## config.mk

```make
export PLATFORM = sky130hd
export DESIGN_NAME = pll_reconfig_ctrl
export DESIGN_NICKNAME = d
export VERILOG_FILES = /design/src/rtl/pll_reconfig_ctrl.sv
export SDC_FILE = /design/constraint.sdc
export NUM_CORES = 1
export LEC_CHECK = 0
export ABC_AREA = 1
export ABC_CLOCK_PERIOD_IN_PS = 3600
export CORE_MARGIN = 2
export CORE_UTILIZATION = 55
export CTS_BUF_LIST = sky130_fd_sc_hd__clkbuf_8 sky130_fd_sc_hd__clkbuf_16
export DETAILED_ROUTE_END_ITERATION = 6
export PLACE_DENSITY = 0.83
export SLEW_MARGIN = 5
export SYNTH_ARGS = -nofsm -noshare
export SYNTH_HDL_FRONTEND = slang
export SYNTH_SLANG_ARGS = --single-unit
```

## constraint.sdc

```tcl
create_clock -name clk -period 3.6 [get_ports clk]
set_input_delay 1.08 -clock clk [delete_from_list [all_inputs] [get_ports clk]]
set_output_delay 1.08 -clock clk [all_outputs]
set_load 0.01 [all_outputs]
```

## src/rtl/pll_reconfig_ctrl.sv

```systemverilog
// PLL reconfiguration sequencer: watches the synchronized model/ntsc straps and, when
// the selected video clock changes, reprograms the PLL through its reconfig slave.
module pll_reconfig_ctrl #(
  parameter int STABLE_CYCLES = 4,
  parameter int LOCK_TIMEOUT  = 65535,
  parameter int SETTLE_CYCLES = 16
) (
  input  logic        clk,
  input  logic        reset,
  input  logic        model,
  input  logic        ntsc,
  input  logic        pll_locked,
  input  logic        cfg_waitrequest,
  output logic        cfg_write,
  output logic [5:0]  cfg_address,
  output logic [31:0] cfg_data,
  output logic        busy,
  output logic        core_reset,
  output logic        cfg_error
);

  localparam int STAB_W = $clog2(STABLE_CYCLES + 1);
  localparam int LOCK_MAX = (LOCK_TIMEOUT > SETTLE_CYCLES) ? LOCK_TIMEOUT : SETTLE_CYCLES;
  localparam int LOCK_W = $clog2(LOCK_MAX + 1);

  localparam logic [2:0] IDLE      = 3'd0;
  localparam logic [2:0] WR_MODE   = 3'd1;
  localparam logic [2:0] WR_C      = 3'd2;
  localparam logic [2:0] WR_FRAC   = 3'd3;
  localparam logic [2:0] WR_START  = 3'd4;
  localparam logic [2:0] WAIT_LOCK = 3'd5;

  logic [2:0]        sync1;
  logic [2:0]        sync2;
  logic              model_s;
  logic              ntsc_s;
  logic              locked_s;
  logic [1:0]        hold_val;
  logic [STAB_W-1:0] stab_cnt;
  logic              is_stable;
  logic              stable_model;
  logic              stable_ntsc;
  logic [2:0]        state;
  logic              prog_model;
  logic              prog_ntsc;
  logic [LOCK_W-1:0] lock_cnt;
  logic [5:0]        wr_addr;
  logic [31:0]       wr_data;
  logic [2:0]        wr_next;

  // NOTE: every register uses <= so all flops sample pre-edge values, as hardware does.
  always_ff @(posedge clk or posedge reset) begin
    if (reset) begin
      sync1 <= '0;
      sync2 <= '0;
    end else begin
      sync1 <= {model, ntsc, pll_locked};
      sync2 <= sync1;
    end
  end

  assign model_s  = sync2[2];
  assign ntsc_s   = sync2[1];
  assign locked_s = sync2[0];

  // Any change restarts the hold count; the straps are trusted only once it saturates.
  always_ff @(posedge clk or posedge reset) begin
    if (reset) begin
      hold_val <= '0;
      stab_cnt <= '0;
    end else if ({model_s, ntsc_s} != hold_val) begin
      hold_val <= {model_s, ntsc_s};
      stab_cnt <= '0;
    end else if (stab_cnt != STAB_W'(STABLE_CYCLES)) begin
      stab_cnt <= stab_cnt + 1'b1;
    end
  end

  assign is_stable    = (stab_cnt == STAB_W'(STABLE_CYCLES));
  assign stable_model = hold_val[1];
  assign stable_ntsc  = hold_val[0];

  // NOTE: combinational decode assigns defaults first so no latch is inferred.
  always_comb begin
    wr_addr = 6'd0;
    wr_data = 32'd0;
    wr_next = IDLE;
    case (state)
      WR_MODE: begin
        wr_addr = 6'd0;
        wr_data = 32'd0;
        wr_next = WR_C;
      end
      WR_C: begin
        wr_addr = 6'd5;
        wr_data = prog_model ? 32'h0008_0808 : 32'h0008_0909;
        wr_next = WR_FRAC;
      end
      WR_FRAC: begin
        wr_addr = 6'd7;
        wr_data = prog_model ? 32'd2233382994 :
                  prog_ntsc  ? 32'd3357876127 : 32'd1503512573;
        wr_next = WR_START;
      end
      WR_START: begin
        wr_addr = 6'd2;
        wr_data = 32'd0;
        wr_next = WAIT_LOCK;
      end
      default: ;
    endcase
  end

  always_ff @(posedge clk or posedge reset) begin
    if (reset) begin
      state       <= IDLE;
      prog_model  <= 1'b0;
      prog_ntsc   <= 1'b0;
      cfg_write   <= 1'b0;
      cfg_address <= '0;
      cfg_data    <= '0;
      lock_cnt    <= '0;
      cfg_error   <= 1'b0;
    end else begin
      case (state)
        IDLE: begin
          if (is_stable) begin
            if ((stable_model != prog_model) ||
                (!stable_model && (stable_ntsc != prog_ntsc))) begin
              prog_model <= stable_model;
              prog_ntsc  <= stable_ntsc;
              state      <= WR_MODE;
            end else if (stable_ntsc != prog_ntsc) begin
              // Business machines share one clock for PAL and NTSC.
              prog_ntsc <= stable_ntsc;
            end
          end
        end
        WR_MODE, WR_C, WR_FRAC, WR_START: begin
          // Entry always sees cfg_write low, which yields the idle gap between transfers.
          if (!cfg_write) begin
            cfg_write   <= 1'b1;
            cfg_address <= wr_addr;
            cfg_data    <= wr_data;
          end else if (!cfg_waitrequest) begin
            cfg_write <= 1'b0;
            state     <= wr_next;
            lock_cnt  <= '0;
          end
        end
        WAIT_LOCK: begin
          if (locked_s && (lock_cnt >= LOCK_W'(SETTLE_CYCLES))) begin
            state <= IDLE;
          end else if (lock_cnt >= LOCK_W'(LOCK_TIMEOUT)) begin
            state     <= IDLE;
            cfg_error <= 1'b1;
          end else begin
            lock_cnt <= lock_cnt + 1'b1;
          end
        end
        default: state <= IDLE;
      endcase
    end
  end

  assign busy = (state != IDLE);

  always_ff @(posedge clk or posedge reset) begin
    if (reset) core_reset <= 1'b1;
    else       core_reset <= busy || !locked_s;
  end

endmodule

```

Yosys cells after proc, flatten, opt, wreduce, memory -nomap -nowiden
Index checks and enable logic that the tools add are counted.

operators by class
  $add $sub $neg = 2
  order comparisons = 2
  equality and inequality tests = 17
  multiplexer cells = 24
  bitwise gates (word level) = 2
  reductions and logical operators = 18

operator list
  cell                                                                number
  2-to-1 mux 16 bit                                                   4
  2-to-1 mux 32 bit                                                   2
  case mux 32 bit (2 select lines)                                    1
  case mux 16 bit (2 select lines)                                    1
  2-to-1 mux 3 bit                                                    8
  case mux 3 bit (3 select lines)                                     2
  adder 16 x 1 -> 16 bit, second input constant                       1
  greater-or-equal comparator 16 bit, second input constant           1
  greater-or-equal comparator 16 x 5 -> 1 bit, second input constant  1
  != test 2 bit, second input constant                                6
  case mux 3 bit (4 select lines)                                     1
  AND reduction 5 bit                                                 2
  equality test 3 bit, second input constant                          3
  2-to-1 mux 9 bit                                                    1
  AND reduction 3 bit                                                 3
  equality test 3 x 2 -> 1 bit, second input constant                 2
  != test 3 bit, second input constant                                2
  nonzero test 2 bit                                                  3
  2-to-1 mux 1 bit                                                    4
  OR reduction 4 bit                                                  1
  adder 3 x 1 -> 3 bit, second input constant                         1
  equality test 3 x 1 -> 1 bit, second input constant                 1
  logical NOT 3 bit                                                   1
  nonzero test 3 bit                                                  1
  other kinds (7)                                                     12

word-level totals
  bits in registers = 73
  input bits = 6
  output and inout port bits = 42
  logic and storage cells = 78

Depth between registers and ports, before layout
  word-level depth = 6
  mapped depth = 12
  depth with buffers taken out = 11

Least setup slack after synthesis
Ideal clock, no wire load.

  kind = input port to flip-flop
  start point = in cfg_waitrequest
  end point = reg lock_cnt[13]
  setup time = 0.117 ns
  data arrival time = 1.934 ns
  setup slack = 1.549 ns
  cell stages on the path = 8
  cell sequence = or2_2 > nand2_2 > nand2_4 > clkinv_4 > nand3_4 > buf_8 > nand2_1 > nand2_1

on the way
  cells in the longest elaborated chain, start to end = 2

RTL lines
  what                           RTL line  source
  from (decl)                    13        input logic cfg_waitrequest,
  != test 2 bit (no line)        n/a
  AND reduction 5 bit (no line)  n/a
  to (signal assigned)           158       lock_cnt <= lock_cnt + 1'b1;
  to (decl)                      46        logic [LOCK_W-1:0] lock_cnt;

Every way passes these cells.
A chain may end at the register's enable or synchronous reset.

Worst setup path in the final report
  start point = reg state[0]
  end point = out busy

on the way
  cells in the longest elaborated chain, start to end = 1

RTL lines
  what                    RTL line  source
  from (decl)             43        logic [2:0] state;
  from (signal assigned)  147       state <= wr_next;
  nonzero test 3 bit      166       assign busy = (state != IDLE);
  to (decl)               17        output logic busy,

Every way passes these cells.

==> metrics.md <==
| Metric | Value |
|---|---|
| Worst EP arrival | `1.78 ns` |
| Critical path cell sequence | `inv_1 -> nand2_1 -> nor2_1 -> inv_1 -> clkdlybuf4s50_1` |
| Outcome | `finished, final reports clean` |
| Post-synth EDFFs | `0` |
| Area Overhead vs Synth | `13.1%` |
| Crit start category | `flop` |
| Drt wl/cell | `11.1 um` |
| Slowest cell on the critical path | `clkdlybuf4s50_1` |
| Critical path buffer and inverter count | `3` |
| Syn Area/Cell | `7.66 um2` |
| Sw frac | `40.0%` |
| Power Total | `1.90 mW` |
| Cell mode on critical path | `inv_1` |
| Worst Hold Depth | `0` |
| Finished Layout Cells | `451` |
| Residual DRC | `0` |
| Synth Flop Type | `dfrtp_1` |
| Post-synth ARST share | `100%` |
| Largest net degree at the start of global routing | `49` |
| Combinational Power Share | `44.2%` |
| Crit-path max FO | `7` |
| Clock Path Buffers | `2` |
| Skew-Pair Late Insertion Delay | `0.31 ns` |
| Setup TNS Final | `0 ns` |
| Mapped Area | `0.00278 mm2` |
| Maxcap violations | `0` |
| Fmax | `350 MHz` |
| Yosys top cell area share | `42.3%` |
| Critical path endpoint category | `output pin` |
| Skew final | `0.00450 ns` |
| Grt total ovfl | `0` |
| Post-CTS setup buffers | `0` |
| Clk pin slew, worst setup/hold paths | `0.08 ns` |
| Worst hold path class | `reg2reg` |
| Htree depth | `2` |
| WHS Endpoint | `sync2[1]$_DFF_PP0_` |
| Die H | `75.1 um` |
| Leak | `1.49 nW` |
| Hold_sp | `sync1[1]$_DFF_PP0_` |
| Clock sink count | `48` |
| Sw Pwr | `0.759 mW` |
| Reg power frac | `38.1%` |
| Worst EP required | `2.52 ns` |
| Nets | `393` |
| Int Power | `1.14 mW` |
| First-pass GRT wire length | `8.09 mm` |
| Leading area contributor after synthesis | `dfrtp_1` |
| Via density | `4.87` |
| #FFs+latches synth | `48` |
| ANT cells | `0` |
| Initial Util | `58.1%` |
| Final wirelength | `4.98 mm` |
| Min Tclk post-route | `2.86 ns` |
| # rows | `25` |
| Resized cells post-CTS | `0` |
| Count leader, synth | `nand2_1` |
| R2r setup slk | `1.68 ns` |
| Post-route ant nets | `0` |
| Core Region | `0.00479 mm2` |
| Synth cell types | `34` |
| Final setup violation count | `0` |
| Max IR drop VDD | `0.000372 V` |
| CTS buffer count | `5` |
| Root Buffer | `clkbuf_8` |
| Final hold violation count | `0` |
| Relative slew slack | `61.1%` |
| CTS tree | `done` |
| Die area | `0.00564 mm2` |
| Worst-Margin Slew | `0.583 ns` |
| Commonest cells post-synth | `126 x nand2_1, 47 x dfrtp_1, 40 x nor2_1` |
| Initial antenna violation count | `0` |
| Worst flop-to-flop path startpoint | `state[0]$_DFFE_PP0P_` |
| PwrDens | `604 mW/mm2` |
| Crit Path Class | `reg2out` |
| IO Port Bufs | `41` |
| Post-synthesis cell count | `363` |
| Layout cells sized above 1 | `7.55%` |
| Via count | `2195` |
| DP Cell Count | `443` |
| Sequential fraction of the synthesis area | `43.3%` |
| Routability Congestion | `0.863` |
| Worst-case reg-to-reg path depth | `6` |
| Gr usage total | `18.9%` |
| Post-DP HPWL | `3.67 mm` |
| Fin crit share | `79.3%` |
| CTS Hold Bufs | `0` |
| Cell family with most CP delay | `buffers and inverters` |
| Io pins | `48` |
| Pre-Repair DR Iteration Count | `4` |
| Yosys Warn Count | `0` |
| DIE WIDTH | `75.1 um` |
| Critical R2R Capture | `lock_cnt[14]$_DFFE_PP0P_` |
| Critical Path Max Stage Delay | `0.48 ns` |
| Largest cells by area after synthesis | `dfrtp_1 42%, nand2_1 17%, buf_4 7.0%` |
| Slew Viols, Final | `0` |
| Number of global-route vias before repair | `1865` |
| Clock network power share | `17.6%` |
| First DRT Iteration DRCs | `122` |
| RSZ-0062 raised after global routing | `no` |
==> power by group through the flow <==
stage | Sequential, mW | Combinational, mW | Clock [mW]
final | 0.723 | 0.840 | 0.335
after floorplan | 0.732 | 0.622 | 0
after global routing | 0.738 | 0.932 | 0.368
after detailed placement | 0.734 | 0.847 | 0
after CTS | 0.723 | 0.850 | 0.344
after global placement | 0.727 | 0.826 | 0
==> worst max path at each step <==
stage               cells after the start  slack (ns)                    endpoint            startpoint
global placement                        8        1.07     lock_cnt[0]$_DFFE_PP0P_       cfg_waitrequest
global route                            5        0.64                        busy  state[0]$_DFFE_PP0P_
CTS                                     5        0.72                        busy  state[0]$_DFFE_PP0P_
detailed placement                      8        1.03    lock_cnt[14]$_DFFE_PP0P_       cfg_waitrequest
finish                                  5        0.74                        busy  state[0]$_DFFE_PP0P_
floorplan                               1        1.38  cfg_address[0]$_DFFE_PP0P_                 reset
==> flip-flops by register name, indices dropped and copies added, names as in the netlist, 2 cells and up <==
register	flops
cfg_address	2
cfg_data	11
hold_val	2
lock_cnt	16
stab_cnt	3
state	3
sync1	3
sync2	3
==> stage by stage <==
stage | area [um2] | setup WS, ns | hold slack, ns | utilization, %
after global routing | 3140 | 0.641 | 0.367 | 65.7
after global placement | 3050 | 1.07 | 0.332 | 63.6
after detailed placement | 3050 | 1.03 | 0.337 | 63.6
final | 3140 | 0.744 | 0.353 | 65.7
after CTS | 3140 | 0.725 | 0.356 | 65.7
after floorplan | 2800 | 1.38 | 0.331 | -
==> cell usage in the layout (no fill, tap or decap), types with 2 or more instances in the layout <==
master / count
xor2_1: 4
nand3_1: 20
conb_1: 6
nand3_2: 2
dfrtp_1: 47
clkbuf_8: 6
nand3_4: 2
inv_2: 3
xnor2_1: 4
o21ai_0: 10
inv_1: 28
nand2_2: 5
nand3b_1: 2
clkinvlp_4: 2
and2_1: 2
ha_1: 4
a21oi_1: 6
clkdlybuf4s50_1: 41
nor2_1: 40
nand4_1: 10
nand2_1: 126
nor2_4: 3
==> final cells by class <==
type / instances / area, um2
sequential: 48 / 1200
clock inverter: 2 / 15.0
tap: 67 / 83.8
fill: 417 / 1640
inverter: 32 / 125
timing repair buffer: 42 / 418
clock buffer: 6 / 82.6
multi-input combinational: 254 / 1220
==> cell families after synthesis <==
kind of cell             count (synthesis)  share of synthesized area, %
AND/OR/NAND/NOR                        218                          35.2
buffers and inverters                   66                          13.6
flip-flops                              48                          43.3
AO/OA/AOI/OAI                           18                          3.42
XOR/XNOR                                 8                          2.52
adder cells (fa/ha/maj)                  4                          1.80
other                                    1                         0.135
==> layer usage <==
metal / vias to the layer above / GRT usage, % / share of wire (%)
li1: 1136 / - / -
met1: 998 / 26.3 / 49
met2: 55 / 28.3 / 44
met3: 6 / 4.82 / 5.4
met4: 0 / 7.54 / 1.4
met5: - / 0 / 0
Note: power is estimated with default switching activity, not from simulation.
